==> src/rtl/seg7_pkg.sv <==
// -----------------------------------------------------------------------------
// seg7_pkg
// Shared definitions for the score display's 7-segment digit encoding.
//
// Segment bit order inside a 7-bit glyph is {g,f,e,d,c,b,a}, so bit 0 is
// segment 'a'. Glyphs are active-low, which means a 0 bit lights a segment.
//
// Contents:
//    SEG7_GLYPH[0:9]   active-low glyphs for the decimal digits
//    SEG7_BLANK        all segments dark
//    SEG7_ERR          error glyph (segments a, d and g lit)
//    seg7_dec_state_e  reader FSM states
//    seg7_idx_width()  index width helper that never returns zero
// -----------------------------------------------------------------------------
package seg7_pkg;

   // Active-low glyphs for digits 0 through 9, in {g,f,e,d,c,b,a} order.
   localparam logic [6:0] SEG7_GLYPH [0:9] = '{
      7'h40,   // 0
      7'h79,   // 1
      7'h24,   // 2
      7'h30,   // 3
      7'h19,   // 4
      7'h12,   // 5
      7'h02,   // 6
      7'h78,   // 7
      7'h00,   // 8
      7'h10    // 9
   };

   // A dark digit counts as a leading zero, not as an error.
   localparam logic [6:0] SEG7_BLANK = 7'h7F;

   // The display driver shows this glyph for digits it cannot represent.
   localparam logic [6:0] SEG7_ERR = 7'b0110110;

   typedef enum logic [1:0] {
      WAIT    = 2'd0,
      CONV    = 2'd1,
      PRESENT = 2'd2
   } seg7_dec_state_e;

   // Width of a counter that indexes n items. It is at least one bit,
   // so a single-digit build still gets a legal vector.
   function automatic int seg7_idx_width(input int n);
      return (n > 1) ? $clog2(n) : 1;
   endfunction

endpackage

==> src/rtl/seg7_glyph_decode.sv <==
// -----------------------------------------------------------------------------
// seg7_glyph_decode
// Combinational decoder that maps one active-low 7-segment glyph back to BCD.
//
// Ports:
//    glyph_i    in   7   active-low glyph, {g,f,e,d,c,b,a}
//    digit_o    out  4   decoded digit, or 0 for blank or invalid glyphs
//    invalid_o  out  1   high when the glyph is neither 0-9 nor blank
//
// The error glyph needs no special case. It matches no digit and is not
// blank, so it falls through to the invalid path like any other pattern.
// -----------------------------------------------------------------------------
module seg7_glyph_decode
   import seg7_pkg::*;
(
   input  logic [6:0] glyph_i,
   output logic [3:0] digit_o,
   output logic       invalid_o
);

   // Start by assuming an unknown glyph: it decodes to 0 and is invalid
   // unless it is blank. A match against the digit table clears the flag.
   always_comb begin
      digit_o   = 4'd0;
      invalid_o = (glyph_i != SEG7_BLANK);
      for (int i = 0; i < 10; i++) begin
         if (glyph_i == SEG7_GLYPH[i]) begin
            digit_o   = 4'(i);
            invalid_o = 1'b0;
         end
      end
   end

endmodule

==> src/rtl/seg7_score_decoder.sv <==
// -----------------------------------------------------------------------------
// seg7_score_decoder
// Reader side of the score display. It watches the bank of active-low
// 7-segment buses and waits until the bank has held steady. It then decodes
// each digit back to BCD, folds the digits most-significant first into a
// binary score, and offers the result on a valid/ready port.
//
// Parameters:
//    NUM_DIGITS     number of digits on seg_bus; digit 0 is least significant
//    STABLE_CYCLES  unchanged samples required before a capture (>= 1)
//    SCORE_W        derived width that holds 10**NUM_DIGITS-1
//
// Ports:
//    Clk        in   1             rising-edge clock
//    Reset_n    in   1             asynchronous active-low reset
//    seg_bus    in   7*NUM_DIGITS  digit i at [7*i+6:7*i], active-low
//    out_ready  in   1             consumer takes the result when high
//    out_valid  out  1             result offered, held stable while high
//    out_score  out  SCORE_W       binary score
//    out_bcd    out  4*NUM_DIGITS  decoded digits, digit i at [4*i+3:4*i]
//    out_err    out  1             capture held a glyph other than 0-9/blank
//
// Optional feature:
//    SEG7_DEC_CHANGE_ONLY_EN - when defined, a capture whose {score,err}
//    matches the last presented result is dropped instead of presented.
//    The first capture after reset is always presented.
// -----------------------------------------------------------------------------
module seg7_score_decoder
   import seg7_pkg::*;
#(
   parameter  int NUM_DIGITS    = 3,
   parameter  int STABLE_CYCLES = 4,
   localparam int SCORE_W       = $clog2(10 ** NUM_DIGITS)
) (
   input  logic                    Clk,
   input  logic                    Reset_n,
   input  logic [7*NUM_DIGITS-1:0] seg_bus,
   input  logic                    out_ready,
   output logic                    out_valid,
   output logic [SCORE_W-1:0]      out_score,
   output logic [4*NUM_DIGITS-1:0] out_bcd,
   output logic                    out_err
);

   localparam int                IDX_W    = seg7_idx_width(NUM_DIGITS);
   localparam int                CNT_W    = $clog2(STABLE_CYCLES + 1);
   localparam logic [IDX_W-1:0]  LAST_IDX = IDX_W'(NUM_DIGITS - 1);
   localparam logic [CNT_W-1:0]  CNT_MAX  = CNT_W'(STABLE_CYCLES);

   seg7_dec_state_e                 state_q,    state_d;
   logic [7*NUM_DIGITS-1:0]         seg_q;
   logic [CNT_W-1:0]                stabCnt_q,  stabCnt_d;
   logic [NUM_DIGITS-1:0][6:0]      snap_q,     snap_d;
   logic [SCORE_W-1:0]              acc_q,      acc_d;
   logic [IDX_W-1:0]                digIdx_q,   digIdx_d;
   logic                            errAcc_q,   errAcc_d;
   logic                            valid_q,    valid_d;
   logic [SCORE_W-1:0]              score_q,    score_d;
   logic [NUM_DIGITS-1:0][3:0]      bcd_q,      bcd_d;
   logic                            err_q,      err_d;
`ifdef SEG7_DEC_CHANGE_ONLY_EN
   logic                            lastVld_q,  lastVld_d;
`endif

   logic [6:0]                      curGlyph;
   logic [3:0]                      curDigit;
   logic                            curInvalid;
   logic [SCORE_W-1:0]              accNext;
   logic                            errNext;

   // One decoder serves every digit. The snapshot is walked one digit per
   // cycle, so dig_idx chooses which glyph reaches the decoder.
   assign curGlyph = snap_q[digIdx_q];

   seg7_glyph_decode uGlyphDecode (
      .glyph_i   (curGlyph),
      .digit_o   (curDigit),
      .invalid_o (curInvalid)
   );

   // Next values while converting. acc*10 + d cannot overflow, because
   // SCORE_W is sized to hold the largest NUM_DIGITS-digit number.
   assign accNext = SCORE_W'(acc_q * SCORE_W'(10)) + SCORE_W'(curDigit);
   assign errNext = errAcc_q | curInvalid;

   // Next-state logic for the reader FSM. Every register holds its value
   // unless a state below says otherwise.
   always_comb begin
      state_d   = state_q;
      stabCnt_d = stabCnt_q;
      snap_d    = snap_q;
      acc_d     = acc_q;
      digIdx_d  = digIdx_q;
      errAcc_d  = errAcc_q;
      valid_d   = valid_q;
      score_d   = score_q;
      bcd_d     = bcd_q;
      err_d     = err_q;
`ifdef SEG7_DEC_CHANGE_ONLY_EN
      lastVld_d = lastVld_q;
`endif

      unique case (state_q)
         WAIT: begin
            // Stability is measured only here. Any difference between
            // the live bus and the previous sample restarts the count.
            if (seg_bus != seg_q) begin
               stabCnt_d = '0;
            end else if (stabCnt_q != CNT_MAX) begin
               stabCnt_d = stabCnt_q + CNT_W'(1);
            end

            if (stabCnt_q == CNT_MAX) begin
               snap_d    = seg_q;
               acc_d     = '0;
               digIdx_d  = LAST_IDX;
               errAcc_d  = 1'b0;
               stabCnt_d = '0;
               state_d   = CONV;
            end
         end

         CONV: begin
            acc_d           = accNext;
            errAcc_d        = errNext;
            bcd_d[digIdx_q] = curDigit;

            if (digIdx_q == '0) begin
`ifdef SEG7_DEC_CHANGE_ONLY_EN
               // score_q and err_q still hold the last presented result,
               // so a repeat of that result is dropped here.
               if (lastVld_q && (accNext == score_q) && (errNext == err_q)) begin
                  state_d = WAIT;
               end else begin
                  score_d   = accNext;
                  err_d     = errNext;
                  valid_d   = 1'b1;
                  lastVld_d = 1'b1;
                  state_d   = PRESENT;
               end
`else
               score_d = accNext;
               err_d   = errNext;
               valid_d = 1'b1;
               state_d = PRESENT;
`endif
            end else begin
               digIdx_d = digIdx_q - IDX_W'(1);
            end
         end

         PRESENT: begin
            // The result stays frozen until the consumer accepts it.
            if (out_ready) begin
               valid_d   = 1'b0;
               stabCnt_d = '0;
               state_d   = WAIT;
            end
         end

         default: begin
            state_d = WAIT;
         end
      endcase
   end

   // Input sampler. It runs every cycle whatever the FSM state, so it is
   // already current when the FSM returns to WAIT.
   always_ff @(posedge Clk or negedge Reset_n) begin
      if (!Reset_n) begin
         seg_q <= {NUM_DIGITS{SEG7_BLANK}};
      end else begin
         seg_q <= seg_bus;
      end
   end

   // FSM and datapath registers. Reset discards any partial conversion
   // and any result still on offer.
   always_ff @(posedge Clk or negedge Reset_n) begin
      if (!Reset_n) begin
         state_q   <= WAIT;
         stabCnt_q <= '0;
         snap_q    <= {NUM_DIGITS{SEG7_BLANK}};
         acc_q     <= '0;
         digIdx_q  <= LAST_IDX;
         errAcc_q  <= 1'b0;
         valid_q   <= 1'b0;
         score_q   <= '0;
         bcd_q     <= '0;
         err_q     <= 1'b0;
`ifdef SEG7_DEC_CHANGE_ONLY_EN
         lastVld_q <= 1'b0;
`endif
      end else begin
         state_q   <= state_d;
         stabCnt_q <= stabCnt_d;
         snap_q    <= snap_d;
         acc_q     <= acc_d;
         digIdx_q  <= digIdx_d;
         errAcc_q  <= errAcc_d;
         valid_q   <= valid_d;
         score_q   <= score_d;
         bcd_q     <= bcd_d;
         err_q     <= err_d;
`ifdef SEG7_DEC_CHANGE_ONLY_EN
         lastVld_q <= lastVld_d;
`endif
      end
   end

   assign out_valid = valid_q;
   assign out_score = score_q;
   assign out_bcd   = bcd_q;
   assign out_err   = err_q;

endmodule

==> config.mk <==
export PLATFORM = sky130hd
export DESIGN_NAME = seg7_score_decoder
export DESIGN_NICKNAME = d
export VERILOG_FILES = /design/src/rtl/seg7_pkg.sv /design/src/rtl/seg7_glyph_decode.sv /design/src/rtl/seg7_score_decoder.sv
export SDC_FILE = /design/constraint.sdc
export NUM_CORES = 1
export LEC_CHECK = 0
export CAP_MARGIN = 20
export CORE_MARGIN = 1
export CORE_UTILIZATION = 56
export CTS_CLUSTER_SIZE = 24
export DETAILED_ROUTE_END_ITERATION = 10
export PLACE_DENSITY = 0.8
export SETUP_SLACK_MARGIN = 0.5
export SLEW_MARGIN = 20
export SYNTH_ARGS = -nofsm -noshare
export SYNTH_HDL_FRONTEND = slang
export SYNTH_SLANG_ARGS = --single-unit
export TNS_END_PERCENT = 50
==> constraint.sdc <==
create_clock -name Clk -period 4.1 [get_ports Clk]
set_input_delay 0.615 -clock Clk [delete_from_list [all_inputs] [get_ports Clk]]
set_output_delay 0.615 -clock Clk [all_outputs]
set_load 0.02 [all_outputs]
==> metrics.md <==
| Metric | Value |
|---|---|
| CP endpoint kind | `register` |
| Switch share | `0.211` |
| Critical path class | `reg -> reg` |
| FILL cells | `around 510` |
| Vias in the first global route | `approximately 2600` |
| Rows | `30` |
| Startpoint Class | `register` |
| Count of final setup violators | `0` |
| Sequential element share of the synthesized area | `0.528` |
| Leak | `about 2.1 nW` |
| CTS Buffer Depth | `2` |
| Setup Skew | `between 8 and 9 ps` |
| Worst EP arrival | `between 3000 and 4000 ps` |
| Max-slew headroom | `0.345` |
| Synth Register Bits | `between 80 and 90` |
| PD cells | `roughly 300 nW/um^2` |
| Setup crit start | `digIdx_q[1]` |
| Clk_lat worst skew | `~340 ps` |
| Die H | `roughly 86 um` |
| Status | `complete, no violations` |
| Final HPWL DP | `between 5 and 6 mm` |
| CTS tree | `done` |
| Clock transition at path regs | `approximately 80 ps` |
| Ys flop type | `dfstp_2` |
| RSZ-0062 raised after global routing | `no` |
| Comb pwr share | `0.043` |
| CTS sink count | `between 80 and 90` |
| CTS Buf Count | `9` |
| Placeable Area | `slightly below 7000 sq um` |
| IO Port Bufs | `47` |
| Largest net degree at the start of global routing | `83` |
| Cells after Synth | `343` |
| FF+latch area | `about 2100 sq um` |
| Clk Tree Root Cell | `clkbuf_8` |
| Area of the die | `between 7000 and 8000 sq um` |
| Clock share of power | `0.373` |
| FF-to-FF setup slack | `670 ps` |
| Max-capacitance violation count | `0` |
| Max-slew violations | `0` |
| CTS Hold Bufs | `0` |
| Multi-input gate area | `approximately 1800 sq um` |
| First-pass GRT wire length | `approximately 12 mm` |
| Distinct cells, synth | `44` |
| RR Startpoint | `digIdx_q[1]` |
| WP data required | `~4300 ps` |
| VDD IR max | `about 0.00022 V` |
| Crit path time final | `3430 ps` |
| Post-synth ARST share | `1.00` |
| Synth Warn # | `0` |
| Grt ovf | `0` |
| Avg Cell Area, Syn | `11.6 sq um` |
| Routed Antenna Nets | `0` |
| Mapped Area | `roughly 4000 sq um` |
| DIE WIDTH | `around 86 um` |
| Internal power | `between 1 and 1.5 mW` |
| WL per Instance | `14.8 um` |
| RD Place Congestion | `~0.86` |
| Vias | `between 2000 and 3000` |
| Starting Density | `0.583` |
| Fin nets | `~450` |
| Initial antenna violation count | `0` |
| I/O pin count | `48` |
| Total track usage | `0.213` |
| Ant diodes | `0` |
| Max Fanout on Critical Path | `6` |
| Min-delay worst type | `in -> async` |
| Vias per inst | `~5.4` |
| DRC viols | `0` |
| First-pass iteration count of the detailed router | `4` |
| Layout cells sized above 1 | `0.286` |
| Area growth syn-to-layout | `21.1%` |
| Worst Tran Pin Value | `approximately 980 ps` |
| EDFF count, synth | `0` |
| Htree depth | `3` |
| Psw | `approximately 0.3 mW` |
| Syn nets | `388` |
| Initial DRC count | `195` |
| Total power | `~1.4 mW` |
| Setup TNS | `0 ps` |
| Highest clock rate | `approximately 290 MHz` |
| Total wire length | `between 7 and 8 mm` |
| Register share of total power | `0.584` |
| Hold Violations, Final | `0` |
| Period Utilization, post-route | `0.836` |
| Hold_ws | `between 400 and 500 ps` |
[kinds of logic after synthesis]
family / count (synthesis) / synth area share
buffers and inverters: 26 / 0.0311
flip-flops: 82 / 0.528
XOR/XNOR: 35 / 0.0769
AO/OA/AOI/OAI: 62 / 0.103
multiplexers: 32 / 0.0898
AND/OR/NAND/NOR: 85 / 0.101
adder cells (fa/ha/maj): 21 / 0.0697
[power groups by stage]
stage,Sequential [mW],Combinational (mW),Clock (mW)
after CTS,0.836,0.0636,0.545
after global placement,0.850,0.0623,0
after global routing,0.838,0.0695,0.577
after detailed placement,0.851,0.0633,0
final,0.836,0.0616,0.534
after floorplan,0.848,0.0194,0
[registers in the layout (all words and copies together), names as in the netlist]
register	cells
errAcc_q	1
acc_q	9
stabCnt_q	3
snap_q	21
state_q	2
out_valid	1
out_bcd	11
digIdx_q	2
out_score	10
out_err	1
seg_q	21
[layout make-up]
class	count	area share
multi-input cells	235	0.377
clock inverters	2	0.00207
inverters	15	0.0117
clock buffers	14	0.0358
flip-flops and latches	82	0.436
well taps	96	0.0249
repair buffers	57	0.112
[critical path, stage by stage, from the launching register on]
cell and delay, ps:
dfstp_2 610, mux2_2 360, a22oi_2 290, nand2_2 110, nor2_4 140, nand2_1 60, o32a_1 370, inv_2 70
ha_4 130, fa_2 200, a21o_1 110, nand2_1 80, nor3b_2 220, nand4_1 130, xnor2_1 180, xnor2_1 140
o21ai_1 80
[synthesized netlist by cell type, types with 4 or more instances]
master | instances | area share
nand2_1 | 44 | 0.041
dfstp_2 | 43 | 0.28
dfrtp_1 | 39 | 0.24
xnor2_1 | 28 | 0.062
mux2_2 | 26 | 0.073
o21ai_0 | 21 | 0.026
ha_1 | 19 | 0.060
inv_1 | 14 | 0.013
nor2_1 | 11 | 0.010
nand4_1 | 9 | 0.014
o21ai_1 | 9 | 0.011
o22ai_1 | 8 | 0.013
a21oi_1 | 7 | 0.0088
clkbuf_1 | 7 | 0.0066
xor2_1 | 7 | 0.015
mux2i_1 | 5 | 0.013
a21o_1 | 4 | 0.0075
[per-layer routing]
metal,track usage,part of all wire,up-vias
li1,-,-,1309
met1,0.285,0.47,1330
met2,0.351,0.48,66
met3,0.0381,0.036,11
met4,0.0742,0.013,0
met5,0,0,-
[placed cells by master, fill, tap and decap left out, drive strengths merged, types with 2 or more instances in the layout]
cell | Yosys | routed
a21o | 4 | 4
a21oi | 8 | 8
a22oi | 4 | 4
buf | 4 | 11
clkbuf | 7 | 14
clkdlybuf4s50 | 0 | 46
clkinv | 0 | 2
dfrtp | 39 | 39
dfstp | 43 | 43
fa | 2 | 2
ha | 19 | 19
inv | 15 | 15
mux2 | 27 | 27
mux2i | 5 | 5
nand2 | 44 | 44
nand2b | 2 | 2
nand3 | 3 | 3
nand4 | 10 | 10
nor2 | 12 | 12
nor2b | 3 | 3
nor3 | 4 | 4
nor3b | 2 | 2
nor4 | 2 | 2
o21ai | 30 | 30
o22ai | 8 | 8
o2bb2ai | 4 | 4
xnor2 | 28 | 28
xor2 | 7 | 7
[worst paths after layout]
check / cells after the start / end
setup / recovery: 16 / out_score[9]
hold / removal: 1 / stabCnt_q[0]
setup reg to reg: 16 / out_score[9]
hold reg to reg: 2 / out_score[6]
max in group asynchronous: 1 / acc_q[0]
min in group Clk: 2 / out_score[6]
[metrics by stage]
step | cell area (sq um) | setup slack, ps | util | std cells
floorplan | 3990 | 770 | - | 343
global placement | 4520 | 504 | 0.661 | 476
detailed placement | 4520 | 373 | 0.661 | 476
CTS | 4710 | 534 | 0.689 | 492
global route | 4830 | 452 | 0.706 | 501
finish | 4830 | 673 | 0.706 | 501
[what timing repair did]
item	in CTS	in global routing
pin swaps	0	7
endpoints found under the setup margin	1	3
cloned	0	0
gates resized for setup	2	12
setup buffers	0	9
Power figures use the tool's default switching activity.
